<file path="config.mk">
export PLATFORM = sky130hd
export DESIGN_NAME = moa_rr_sched_flat
export DESIGN_NICKNAME = d
export VERILOG_FILES = /design/src/rtl/moa_rr_sched_if.sv /design/src/rtl/moa_rr_sched.sv /design/src/flat_wrapper.sv
export SDC_FILE = /design/constraint.sdc
export NUM_CORES = 1
export LEC_CHECK = 0
export ABC_AREA = 1
export BUFFER_PORTS_ARGS = -buffer_cell sky130_fd_sc_hd__buf_2
export CAP_MARGIN = 20
export CORE_ASPECT_RATIO = 1.2
export CORE_MARGIN = 3
export CORE_UTILIZATION = 59
export CTS_CLUSTER_SIZE = 25
export DETAILED_ROUTE_END_ITERATION = 10
export PLACE_DENSITY_LB_ADDON = 0.08
export SLEW_MARGIN = 20
export SYNTH_ARGS = -nofsm -noshare
export SYNTH_HDL_FRONTEND = slang
export SYNTH_SLANG_ARGS = --single-unit
export TNS_END_PERCENT = 30
</file>
<file path="constraint.sdc">
create_clock -name clk -period 11.8 [get_ports clk]
set_input_delay 0.59 -clock clk [delete_from_list [all_inputs] [get_ports clk]]
set_output_delay 0.59 -clock clk [all_outputs]
set_load 0.02 [all_outputs]
</file>
<file path="src/rtl/moa_rr_sched_if.sv">
// Request/result bundle for the round-robin operand-sum scheduler.
// master drives requests and accepts results; slave is the scheduler.
interface moa_rr_sched_if;
   logic [3:0]   req_valid;
   logic [255:0] req_data;
   logic [3:0]   req_ready;
   logic         res_valid;
   logic         res_ready;
   logic [1:0]   res_id;
   logic [10:0]  res_sum;
   logic         busy;

   modport master (
      output req_valid,
      output req_data,
      output res_ready,
      input  req_ready,
      input  res_valid,
      input  res_id,
      input  res_sum,
      input  busy
   );

   modport slave (
      input  req_valid,
      input  req_data,
      input  res_ready,
      output req_ready,
      output res_valid,
      output res_id,
      output res_sum,
      output busy
   );
endinterface

</file>
<file path="src/rtl/moa_rr_sched.sv">
// Four requesters share one 8-byte adder through a round-robin grant;
// sums land in a small result FIFO guarded by a credit check.
module moa_rr_sched #(
   parameter int OUT_DEPTH = 4
) (
   input logic           clk,
   input logic           rst_n,
   moa_rr_sched_if.slave bus
);
   localparam int AW = (OUT_DEPTH > 1) ? $clog2(OUT_DEPTH) : 1;
   localparam int CW = AW + 1;
   localparam logic [CW:0] DEPTH_L = (CW+1)'(OUT_DEPTH);

   logic [1:0]    rr_ptr;
   logic [1:0]    gnt_idx;
   logic [1:0]    idx;
   logic          found;
   logic          credit;
   logic          hs;
   logic [3:0]    grant;

   logic          s1_valid;
   logic [1:0]    s1_id;
   logic [63:0]   s1_data;
   logic [10:0]   s1_sum;

   logic [CW-1:0] fifo_count;
   logic [CW:0]   occ;
   logic [AW-1:0] wr_ptr;
   logic [AW-1:0] rd_ptr;
   logic [12:0]   mem [OUT_DEPTH];
   logic          nempty;
   logic          push;
   logic          pop;

   // Stage-1 occupancy counts against the FIFO; a same-cycle pop is ignored.
   always_comb begin
      occ    = {1'b0, fifo_count} + {{CW{1'b0}}, s1_valid};
      credit = occ < DEPTH_L;
   end

   always_comb begin
      idx     = '0;
      gnt_idx = '0;
      found   = 1'b0;
      grant   = '0;
      for (int k = 0; k < 4; k++) begin
         idx = rr_ptr + 2'(k);
         if (!found && bus.req_valid[idx]) begin
            found   = 1'b1;
            gnt_idx = idx;
         end
      end
      if (found && credit && rst_n)
         grant[gnt_idx] = 1'b1;
   end

   assign hs            = |grant;
   assign bus.req_ready = grant;

   always_comb begin
      s1_sum = '0;
      for (int i = 0; i < 8; i++)
         s1_sum = s1_sum + {3'b000, s1_data[8*i +: 8]};
   end

   always_ff @(posedge clk or negedge rst_n) begin
      if (!rst_n) begin
         rr_ptr   <= '0;
         s1_valid <= 1'b0;
         s1_id    <= '0;
         s1_data  <= '0;
      end else begin
         s1_valid <= hs;
         if (hs) begin
            rr_ptr  <= gnt_idx + 2'd1;
            s1_id   <= gnt_idx;
            s1_data <= bus.req_data[{gnt_idx, 6'd0} +: 64];
         end
      end
   end

   assign nempty = fifo_count != '0;
   assign push   = s1_valid;
   assign pop    = nempty && bus.res_ready;

   always_ff @(posedge clk or negedge rst_n) begin
      if (!rst_n) begin
         wr_ptr     <= '0;
         rd_ptr     <= '0;
         fifo_count <= '0;
         for (int i = 0; i < OUT_DEPTH; i++)
            mem[i] <= '0;
      end else begin
         if (push) begin
            mem[wr_ptr] <= {s1_id, s1_sum};
            wr_ptr      <= wr_ptr + AW'(1);
         end
         if (pop)
            rd_ptr <= rd_ptr + AW'(1);
         case ({push, pop})
            2'b10:   fifo_count <= fifo_count + CW'(1);
            2'b01:   fifo_count <= fifo_count - CW'(1);
            default: fifo_count <= fifo_count;
         endcase
      end
   end

   // Head fields are masked when empty so they read zero in reset.
   assign bus.res_valid = nempty;
   assign bus.res_id    = nempty ? mem[rd_ptr][12:11] : 2'd0;
   assign bus.res_sum   = nempty ? mem[rd_ptr][10:0] : 11'd0;
   assign bus.busy      = s1_valid | nempty;
endmodule
</file>
<file path="src/flat_wrapper.sv">
// flat-port wrapper written by rule: the top's interface ports become plain ports
module moa_rr_sched_flat 
#(
   parameter int OUT_DEPTH = 4
)
  (clk, rst_n, bus_req_valid, bus_req_data, bus_res_ready, bus_req_ready, bus_res_valid, bus_res_id, bus_res_sum, bus_busy);
  moa_rr_sched_if bus_i ();
  input logic clk;
  input logic rst_n;
  input wire logic [$bits(bus_i.req_valid)-1:0] bus_req_valid;
  input wire logic [$bits(bus_i.req_data)-1:0] bus_req_data;
  input wire logic [$bits(bus_i.res_ready)-1:0] bus_res_ready;
  output wire logic [$bits(bus_i.req_ready)-1:0] bus_req_ready;
  output wire logic [$bits(bus_i.res_valid)-1:0] bus_res_valid;
  output wire logic [$bits(bus_i.res_id)-1:0] bus_res_id;
  output wire logic [$bits(bus_i.res_sum)-1:0] bus_res_sum;
  output wire logic [$bits(bus_i.busy)-1:0] bus_busy;
  assign bus_i.req_valid = bus_req_valid;
  assign bus_i.req_data = bus_req_data;
  assign bus_i.res_ready = bus_res_ready;
  assign bus_req_ready = bus_i.req_ready;
  assign bus_res_valid = bus_i.res_valid;
  assign bus_res_id = bus_i.res_id;
  assign bus_res_sum = bus_i.res_sum;
  assign bus_busy = bus_i.busy;
  moa_rr_sched #(.OUT_DEPTH(OUT_DEPTH)) u_core (.clk(clk), .rst_n(rst_n), .bus(bus_i));
endmodule
</file>
==> results of run 1 <==
-- cell families (layout without fill, tap and decap cells) --
| family | Yosys count | after routing | share of synthesized area, % |
|---|---|---|---|
| buf+inv | 389 | 614 | 15.02 |
| fa+ha+maj | 72 | 72 | 11.39 |
| xor+xnor | 15 | 15 | 1.246 |
| flops | 128 | 128 | 30.37 |
| simple gates | 859 | 859 | 35.78 |
| compound gates | 124 | 124 | 6.193 |
-- layout make-up --
cell class / count / area [um^2]
sequential: 128 / 3203
timing repair buffer: 290 / 1476
tap: 216 / 270.3
clock inverter: 13 / 113.9
multi-input combinational: 1070 / 5786
clock buffer: 19 / 432.9
inverter: 292 / 1096
fill: 1479 / 4798
-- per-stage QoR --
| step | setup WS (ps) | util (%) | instances |
|---|---|---|---|
| floorplan | 6977 | - | 1587 |
| global placement | 6699 | 68.84 | 1996 |
| detailed placement | 6537 | 68.84 | 1996 |
| CTS | 6529 | 72.03 | 2028 |
| global route | 5830 | 72.06 | 2028 |
| finish | 6481 | 72.06 | 2028 |
-- cells in the mapped netlist (10+ instances only) --
master,instances
nand3_1,214
fa_1,40
nor2_1,54
nand2_1,488
ha_1,32
inv_1,288
buf_2,39
buf_4,10
o21ai_0,80
nand4_1,91
dfrtp_1,128
a21oi_1,28
clkbuf_1,34
-- layer usage --
layer	up-vias	routed length (um)	global-route usage (%)
li1	5386	-	-
met1	5003	12480	42.51
met2	465	15580	53.99
met3	65	1884	3.752
met4	0	1018	11.02
met5	-	0	0
-- flip-flops by register name, summed over array words and instances, names as in the netlist --
signal / flops
u_core.s1_data: 64
u_core.mem: 52
u_core.fifo_count: 3
u_core.rd_ptr: 2
u_core.rr_ptr: 2
u_core.s1_id: 2
u_core.wr_ptr: 2
u_core.push: 1
-- path summary, 6_finish.rpt --
check	to	depth (start not counted)	startpoint	slack, ps
min reg2reg	u_core.mem[10]	2	u_core.mem[10]	480
max in group asynchronous	u_core.s1_data[38]	2	rst_n	10230
min	u_core.fifo_count[1]	1	rst_n	240
max reg2reg	u_core.s1_data[55]	16	u_core.rr_ptr[0]	6480
min in group clk	u_core.mem[10]	2	u_core.mem[10]	480
max	u_core.s1_data[55]	16	u_core.rr_ptr[0]	6480
-- layout by cell type (no fill, tap or decap), types with 8 or more instances in the layout --
| master | count |
|---|---|
| a21oi_1 | 28 |
| buf_2 | 280 |
| buf_4 | 10 |
| clkbuf_16 | 17 |
| dfrtp_1 | 128 |
| fa_1 | 40 |
| ha_1 | 32 |
| inv_1 | 287 |
| nand2_1 | 487 |
| nand3_1 | 214 |
| nand4_1 | 91 |
| nor2_1 | 54 |
| o21ai_0 | 80 |
| xor2_1 | 8 |
==> flow_metrics.py, run 1 <==
metrics = {
    "clocking": {
        "clockRootBuffer": "clkbuf_16",
        "cts_sinks": 128,
        "htree_levels": 4,
        "clockBufferDepth": 2,
        "post-cts-setup-buffers": 0,
        "cts_tree": "done",
        "cts_buffers": 17,
        "cts_resized": 0,
        "cts_hold_buf": 0,
        "insertion_delay_ps": 430,
        "clk_pin_slew_ps": 60,
    },
    "global_routing": {
        "antenna_found_initial": 0,
        "grt_pass1_wl_mm": 51.29,
        "grt_max_degree": 92,
        "grt_pass1_vias": 10683,
        "overflow": 0,
        "grtUsageTotal_pct": 31.98,
    },
    "sta": {
        "fin_tns_setup_ps": 0,
        "slew_headroom_pct": 32.93,
        "hold_viol": 0,
        "min_period_over_period_pct": 45.08,
        "max_freq_ghz": 0.1880,
        "rsz0062_at_grt": "no",
        "tightest_slew_ps": 1006,
        "finClkSkew_ps": 19.90,
        "setup_viol_count_final": 0,
        "min_period_ps": 5319,
        "hold_ws_ps": 236.2,
        "slew_violations": 0,
    },
    "die": {
        "die_w_um": 128.1,
        "num_rows": 52,
        "start_util_pct": 61.40,
        "io_pins": 282,
        "die_area_um2": 19520,
        "coreArea_um2": 17180,
        "die_y_um": 152.5,
    },
    "critical_path": {
        "cp-end-kind": "flip-flop",
        "startpoint_type": "flip-flop",
        "path_class": "flip-flop to flip-flop",
        "cpMostUsedCell": "nand2_1",
        "cpMaxStageDelayCell": "nand3_2",
        "critPathMaxFanout": 91,
        "path_cells": "inv_2 > nand2_1 > nand2_1 > nand2_1 > nand2_1 > nor2_4 > nand3_4 > nand3_2 > nand2_1 > buf_4 > ha_1 > o21ai_2 > nand2_4 > inv_2 > nand2_1 > nand2_1",
        "required_ps": 12150,
        "critical_path.top_delay_family": "simple AND/OR/NAND/NOR gates",
        "crit_buf_inv": 3,
        "cp.arrival_ps": 5660,
        "slowest_delay_ps": 1030,
    },
    "synth": {
        "synth_area_per_cell_um2": 6.645,
        "synthTopCellsByArea": "dfrtp_1 (30%), nand2_1 (17%), inv_1 (10%), nand3_1 (10%), fa_1 (7.6%)",
        "netlist_area_um2": 10550,
        "ys_ff_latch": 128,
        "async_reset_ff_share_pct": 100.0,
        "synth_edf_count": 0,
        "synth_fp_nets": 1922,
        "yosysSeqAreaShare_pct": 30.37,
        "synth_top_area_share_pct": 30.37,
        "ys_warn_count": 0,
        "ys.flop_type": "dfrtp_1",
        "ys_types": 32,
        "synthCells": 1587,
        "synth_top_cell_by_area": "dfrtp_1",
    },
    "route": {
        "viasPerCell": 5.384,
        "drc": 0,
        "drtIter0Drc": 858,
        "firstDrtPassIters": 8,
        "postRouteAntennaNets": 0,
        "totalWireLength_mm": 30.97,
        "routedWlPerCell_um": 15.27,
        "vias": 10919,
    },
    "worst_hold_path": {
        "hold_class": "primary input to async pin",
    },
    "placed_design": {
        "dp_hpwl_mm": 22.81,
        "place_congestion": 0.9754,
        "port_buffers": 281,
        "dpl-instance-area_um2": 11830,
    },
    "finish": {
        "diodes": 0,
        "drive_gt1_share_pct": 18.76,
        "fin_nets": 2134,
        "final_area_um2": 12380,
        "area.growth.synth_to_final_pct": 17.37,
    },
    "run": {
        "drv_cap": 0,
    },
    "status": {
        "outcome": "completed",
    },
}
Power of run 1 is left out: the tool's default activity adds up to more than one toggle a clock period on the data nets, which glitch-free logic cannot reach.
==> run 2: changes to the inputs <==
--- a/config.mk
+++ b/config.mk
@@ -10,7 +10,7 @@
 export CAP_MARGIN = 20
 export CORE_ASPECT_RATIO = 1.2
 export CORE_MARGIN = 3
-export CORE_UTILIZATION = 59
+export CORE_UTILIZATION = 54
 export CTS_CLUSTER_SIZE = 25
 export DETAILED_ROUTE_END_ITERATION = 10
 export PLACE_DENSITY_LB_ADDON = 0.08
==> constraint.sdc (replaced) <==
create_clock -name clk -period 5 [get_ports clk]
set_input_delay 0.25 -clock clk [delete_from_list [all_inputs] [get_ports clk]]
set_output_delay 0.25 -clock clk [all_outputs]
set_load 0.02 [all_outputs]
==> run 2 against run 1 <==
Critical path depth rose by 7. Utilization fell by 4.4 points. Cell area rose by 3.9%. Clock-buffer cell count rose by 2. Critical path type unchanged. Critical endpoint is now u_core.mem[23]. Register-to-register slack got worse by 6300 ps.
==> flow_metrics.py, run 2 (same netlist as run 1, synthesis figures left out) <==
metrics = {
    "worst_hold_path": {
        "min_path_cells": 5,
        "holdPathEnd": "u_core.s1_data[7]",
        "hold_class": "primary input to flip-flop",
        "holdCritStartpoint": "bus_req_data[199]",
    },
    "finish": {
        "drive_gt1_share_pct": 21.06,
        "multi_input_area_um2": 5948,
        "largest_reg_flops": 64,
        "stdcell_count": 2085,
        "layout_commonest_cell": "nand2_1",
        "seq_area_um2": 3203,
        "top_regs": "u_core.s1_data x64, u_core.mem x52, u_core.fifo_count x3",
        "top_register": "u_core.s1_data",
        "final_cell_mix": "nand2_1 (482), inv_1 (285), buf_2 (280), nand3_1 (213), dfrtp_1 (128)",
        "final.fill_count": 1688,
        "fin_nets": 2150,
        "final_area_um2": 12860,
        "area.growth.synth_to_final_pct": 21.91,
        "fin_util_pct": 67.69,
    },
    "critical_path": {
        "rr_startpoint": "u_core.s1_data[0]",
        "startpoint_type": "flip-flop",
        "ff2ff_path_depth": 23,
        "crit_start": "u_core.s1_data[0]",
        "path_class": "flip-flop to flip-flop",
        "critPathMaxFanout": 4,
        "r2r_setup_slack_ps": 140,
        "required_ps": 5290,
        "cp-end-kind": "flip-flop",
        "timing.rr.end": "u_core.mem[23]",
        "cp.arrival_ps": 5160,
    },
    "die": {
        "die_area_um2": 21250,
        "num_rows": 55,
        "die_w_um": 133.6,
        "io_pins": 282,
        "die_y_um": 159.1,
        "start_util_pct": 55.53,
        "coreArea_um2": 18990,
    },
    "clocking": {
        "htree_levels": 4,
        "clockRootBuffer": "clkbuf_16",
        "clockBufferDepth": 2,
        "clk_pin_slew_ps": 50,
        "cts_tree": "done",
        "insertion_delay_ps": 410,
        "cts_buffers": 17,
        "cts_sinks": 128,
    },
    "status": {
        "outcome": "completed",
    },
    "global_routing": {
        "overflow": 0,
        "grt_pass1_vias": 10469,
        "grt-busiest-layer": "met2",
        "grt_pass1_wl_mm": 50.89,
        "antenna_found_initial": 1,
        "grt_max_degree": 93,
        "use_met1_pct": 37.24,
        "grtUsageTotal_pct": 29.26,
        "met3_usage_pct": 3.824,
        "grtUsageMet2_pct": 50.39,
    },
    "sta": {
        "rsz0062_at_grt": "yes",
        "setup_viol_count_final": 0,
        "tightest_slew_ps": 1029,
        "min_period_ps": 4863,
        "layout_setup_ws_ps": 137.0,
        "slew_violations": 0,
        "max_freq_ghz": 0.2056,
        "hold_viol": 0,
        "finClkSkew_ps": 7.801,
        "slew_headroom_pct": 31.43,
        "min_period_over_period_pct": 97.26,
    },
    "placed_design": {
        "dp_hpwl_mm": 22.66,
        "preCtsSetupSlack_ps": -54.84,
        "dpl-instance-area_um2": 11920,
        "port_buffers": 281,
        "place_congestion": 0.8924,
        "place_inst": 2044,
    },
    "route": {
        "drc": 0,
        "routedWlPerCell_um": 15.32,
        "drtIter0Drc": 893,
        "viasPerCell": 5.272,
        "firstDrtPassIters": 7,
        "postRouteAntennaNets": 0,
        "vias": 10992,
        "totalWireLength_mm": 31.93,
    },
    "run": {
        "drv_cap": 0,
    },
}
==> run 2: changes by cell type in the layout (fill, tap and decap cells not counted), moves of 5 or more <==
cell / delta
bufinv_16: +6
nand2_1: -5
ha_1: -8
ha_4: +6
buf_4: +14
a21oi_1: -6
a21oi_2: +6
o21ai_0: -5
nand2_2: +6
==> run 2: final cells by class <==
class                           instances  area share [%]
Clock inverter                         11           1.820
Sequential cell                       128           24.91
Multi-Input combinational cell       1070           46.26
Antenna cell                            1         0.01946
Tap cell                              256           2.491
Timing Repair Buffer                  306           12.47
Clock buffer                           21           3.503
Inverter                              292           8.525
==> run 2: metrics by stage <==
| stage | setup TNS, ps | hold WS (ps) |
|---|---|---|
| floorplan | 0 | -45.59 |
| global placement | 0 | 263.0 |
| detailed placement | -265.4 | 269.5 |
| CTS | 0 | 157.3 |
| global route | -957.2 | 184.2 |
| finish | 0 | 158.9 |
==> run 2: worst max-delay path by stage <==
stage | slack (ps) | endpoint | depth (start not counted)
CTS | 6 | u_core.mem[47] | 21
global route | -130 | u_core.mem[46] | 21
global placement | 50 | u_core.mem[36] | 24
floorplan | 180 | u_core.mem[23] | 24
detailed placement | -50 | u_core.mem[36] | 23
finish | 140 | u_core.mem[23] | 23
==> run 2: worst max-delay path, cell delays in order (launching register included) <==
cell,delay (ps)
dfrtp_1,380
ha_2,200
inv_2,50
fa_2,410
o21ai_4,180
nand2_1,60
nand2_1,80
a21oi_2,70
xor2_1,130
inv_1,60
fa_1,480
inv_1,50
fa_1,490
fa_1,440
fa_1,510
inv_1,60
ha_4,250
nand2_2,90
nor3_4,50
nand3_1,80
nand4_1,150
or2_4,300
nand3_2,80
o21ai_2,60
==> run 2: layer usage <==
metal  up-vias  share of wire, %  routed length, um
met3        66               5.9               1887
met1      5073                40              12820
met4         0               3.6               1135
met2       441                50              16090
met5         -                 0                  0
li1       5412                 -                  -
==> run 2: repair_timing <==
action                     CTS  global route
gates cloned                 0             0
setup endpoints to repair   12            24
pin swaps                    3            20
hold buffers                 1             0
resized for setup            6            34
hold endpoints to repair    42             0
buffers inserted             0             7
Power of run 2 is left out for the same reason.
==> run 3: changes to the inputs <==
==> constraint.sdc (replaced) <==
create_clock -name clk -period 5 [get_ports clk]
set_input_delay 1 -clock clk [delete_from_list [all_inputs] [get_ports clk]]
set_output_delay 1 -clock clk [all_outputs]
set_load 0.02 [all_outputs]
==> run 3 against run 2 <==
Sequential share of layout area is 0.35 points higher. Global-route usage down 0.27 points. Utilization shrank 0.95 points. Worst hold slack improved by 320 ps. Critical path depth is 1 higher. Via count fell by 0.43%.
==> flow_metrics.py, run 3 (same netlist as run 1, synthesis figures left out) <==
metrics = {
    "placed_design": {
        "place_congestion": 0.8691,
        "dp_hpwl_mm": 23.05,
        "port_buffers": 281,
    },
    "sta": {
        "finClkSkew_ps": 9.872,
        "min_period_ps": 4859,
        "hold_viol": 0,
        "tightest_slew_ps": 1033,
        "setup_viol_count_final": 0,
        "max_freq_ghz": 0.2058,
        "fin_tns_setup_ps": 0,
        "slew_headroom_pct": 31.14,
        "min_period_over_period_pct": 97.18,
        "rsz0062_at_grt": "yes",
        "slew_violations": 0,
    },
    "clocking": {
        "cts_tree": "done",
        "cts_hold_buf": 0,
        "clk_pin_slew_ps": 60,
        "clockRootBuffer": "clkbuf_16",
        "clockBufferDepth": 2,
        "cts_buffers": 17,
        "htree_levels": 4,
        "cts_sinks": 128,
        "insertion_delay_ps": 430,
    },
    "route": {
        "wl_met1_mm": 12.77,
        "firstDrtPassIters": 5,
        "postRouteAntennaNets": 0,
        "vias": 10945,
        "viasPerCell": 5.257,
        "top_layer_used": "met4",
        "routedWlPerCell_um": 14.93,
        "drc": 0,
        "totalWireLength_mm": 31.07,
        "wl_met2_mm": 15.30,
        "drtIter0Drc": 788,
        "dr_wl_met3_mm": 1.786,
    },
    "finish": {
        "drive_gt1_share_pct": 20.81,
        "top_register": "u_core.s1_data",
        "area.growth.synth_to_final_pct": 20.20,
        "diodes": 0,
        "final.fill_count": 1775,
        "fin_util_pct": 66.75,
        "final_cell_mix": "nand2_1 (482), inv_1 (285), buf_2 (280), nand3_1 (211), dfrtp_1 (128)",
        "largest_reg_flops": 64,
        "top_regs": "u_core.s1_data x64, u_core.mem x52, u_core.fifo_count x3",
        "fin_nets": 2149,
        "layout_commonest_cell": "nand2_1",
    },
    "critical_path": {
        "rr_startpoint": "u_core.s1_data[10]",
        "cp-end-kind": "flip-flop",
        "critPathMaxFanout": 4,
        "crit_start": "u_core.s1_data[10]",
        "cpMostUsedCell": "nand2_1",
        "required_ps": 5310,
        "startpoint_type": "flip-flop",
        "slowest_delay_ps": 510,
        "ff2ff_path_depth": 24,
        "cp.arrival_ps": 5170,
        "cpMaxStageDelayCell": "fa_1",
        "path_class": "flip-flop to flip-flop",
        "path_cells": "ha_4 > a21oi_2 > nand2_1 > a21o_1 > nand2_1 > nand2_2 > a21o_1 > nand2_2 > nand2_1 > nand2_1 > nand2_1 > fa_1 > inv_2 > fa_1 > fa_1 > fa_1 > inv_2 > ha_4 > a21o_1 > nand3_1 > nand4_1 > or2_4 > nand3_1 > nand2_1",
    },
    "global_routing": {
        "grtUsageTotal_pct": 28.99,
        "grt_pass1_vias": 10421,
        "overflow": 0,
        "grt_pass1_wl_mm": 50.44,
        "antenna_found_initial": 0,
        "grt_max_degree": 93,
    },
    "worst_hold_path": {
        "min_path_cells": 2,
        "hold_class": "flip-flop to flip-flop",
        "holdCritStartpoint": "u_core.mem[7]",
    },
    "run": {
        "drv_cap": 0,
    },
    "die": {
        "die_area_um2": 21250,
        "io_pins": 282,
        "die_w_um": 133.6,
        "coreArea_um2": 18990,
        "die_y_um": 159.1,
        "num_rows": 55,
        "start_util_pct": 55.53,
    },
    "status": {
        "outcome": "completed",
    },
}
-- run 3: final timing paths --
kind                                             end  slack [ps]
min in group asynchronous       u_core.fifo_count[1]         770
worst max register to register        u_core.mem[49]         140
max in group asynchronous         u_core.s1_data[55]        2930
worst min-delay path                   u_core.mem[7]         480
worst max-delay path                  u_core.mem[49]         140
worst min register to register         u_core.mem[7]         480
-- run 3: metal layers --
metal / GRT usage, % / vias up
met2: 48.61 / 396
met5: 0 / -
li1: - / 5414
met3: 4.109 / 73
met1: 37.28 / 5062
met4: 13.00 / 0
-- run 3: area by class of cell --
type / instances / area [um^2] / share of cell area, %
Timing Repair Buffer: 305 / 1589 / 12.53
Inverter: 292 / 1096 / 8.646
Tap cell: 256 / 320.3 / 2.527
Multi-Input combinational cell: 1070 / 5888 / 46.45
Clock buffer: 20 / 466.7 / 3.681
Sequential cell: 128 / 3203 / 25.27
Clock inverter: 11 / 113.9 / 0.8981
-- run 3: metrics by stage --
stage / setup slack [ps] / instances / instance area (um^2) / hold WS (ps)
3_3_place_gp: 42.44 / 2047 / 11950 / 459.5
4_1_cts: 10.40 / 2078 / 12530 / 478.0
2_1_floorplan: 176.7 / 1587 / 10550 / 443.8
5_1_grt: -93.03 / 2082 / 12680 / 493.7
6_report: 140.9 / 2082 / 12680 / 476.6
3_5_place_dp: -43.43 / 2047 / 11950 / 462.6
-- run 3: critical path: cells and delay by family (launching register included) --
family / cells / cell delay (ps)
and+or+nand+nor: 12 / 1090
DFF: 1 / 420
adders and majority gates: 6 / 2500
AOI/OAI and AO/OA: 4 / 630
buffers and inverters: 2 / 90
-- run 3: what timing repair did --
action                     4_1_cts  5_1_grt
buffers inserted                 0        4
gates resized for setup          1       31
cloned                           0        0
pin swaps                        1       15
setup endpoints to repair        9       24
Power of run 3 is left out for the same reason.
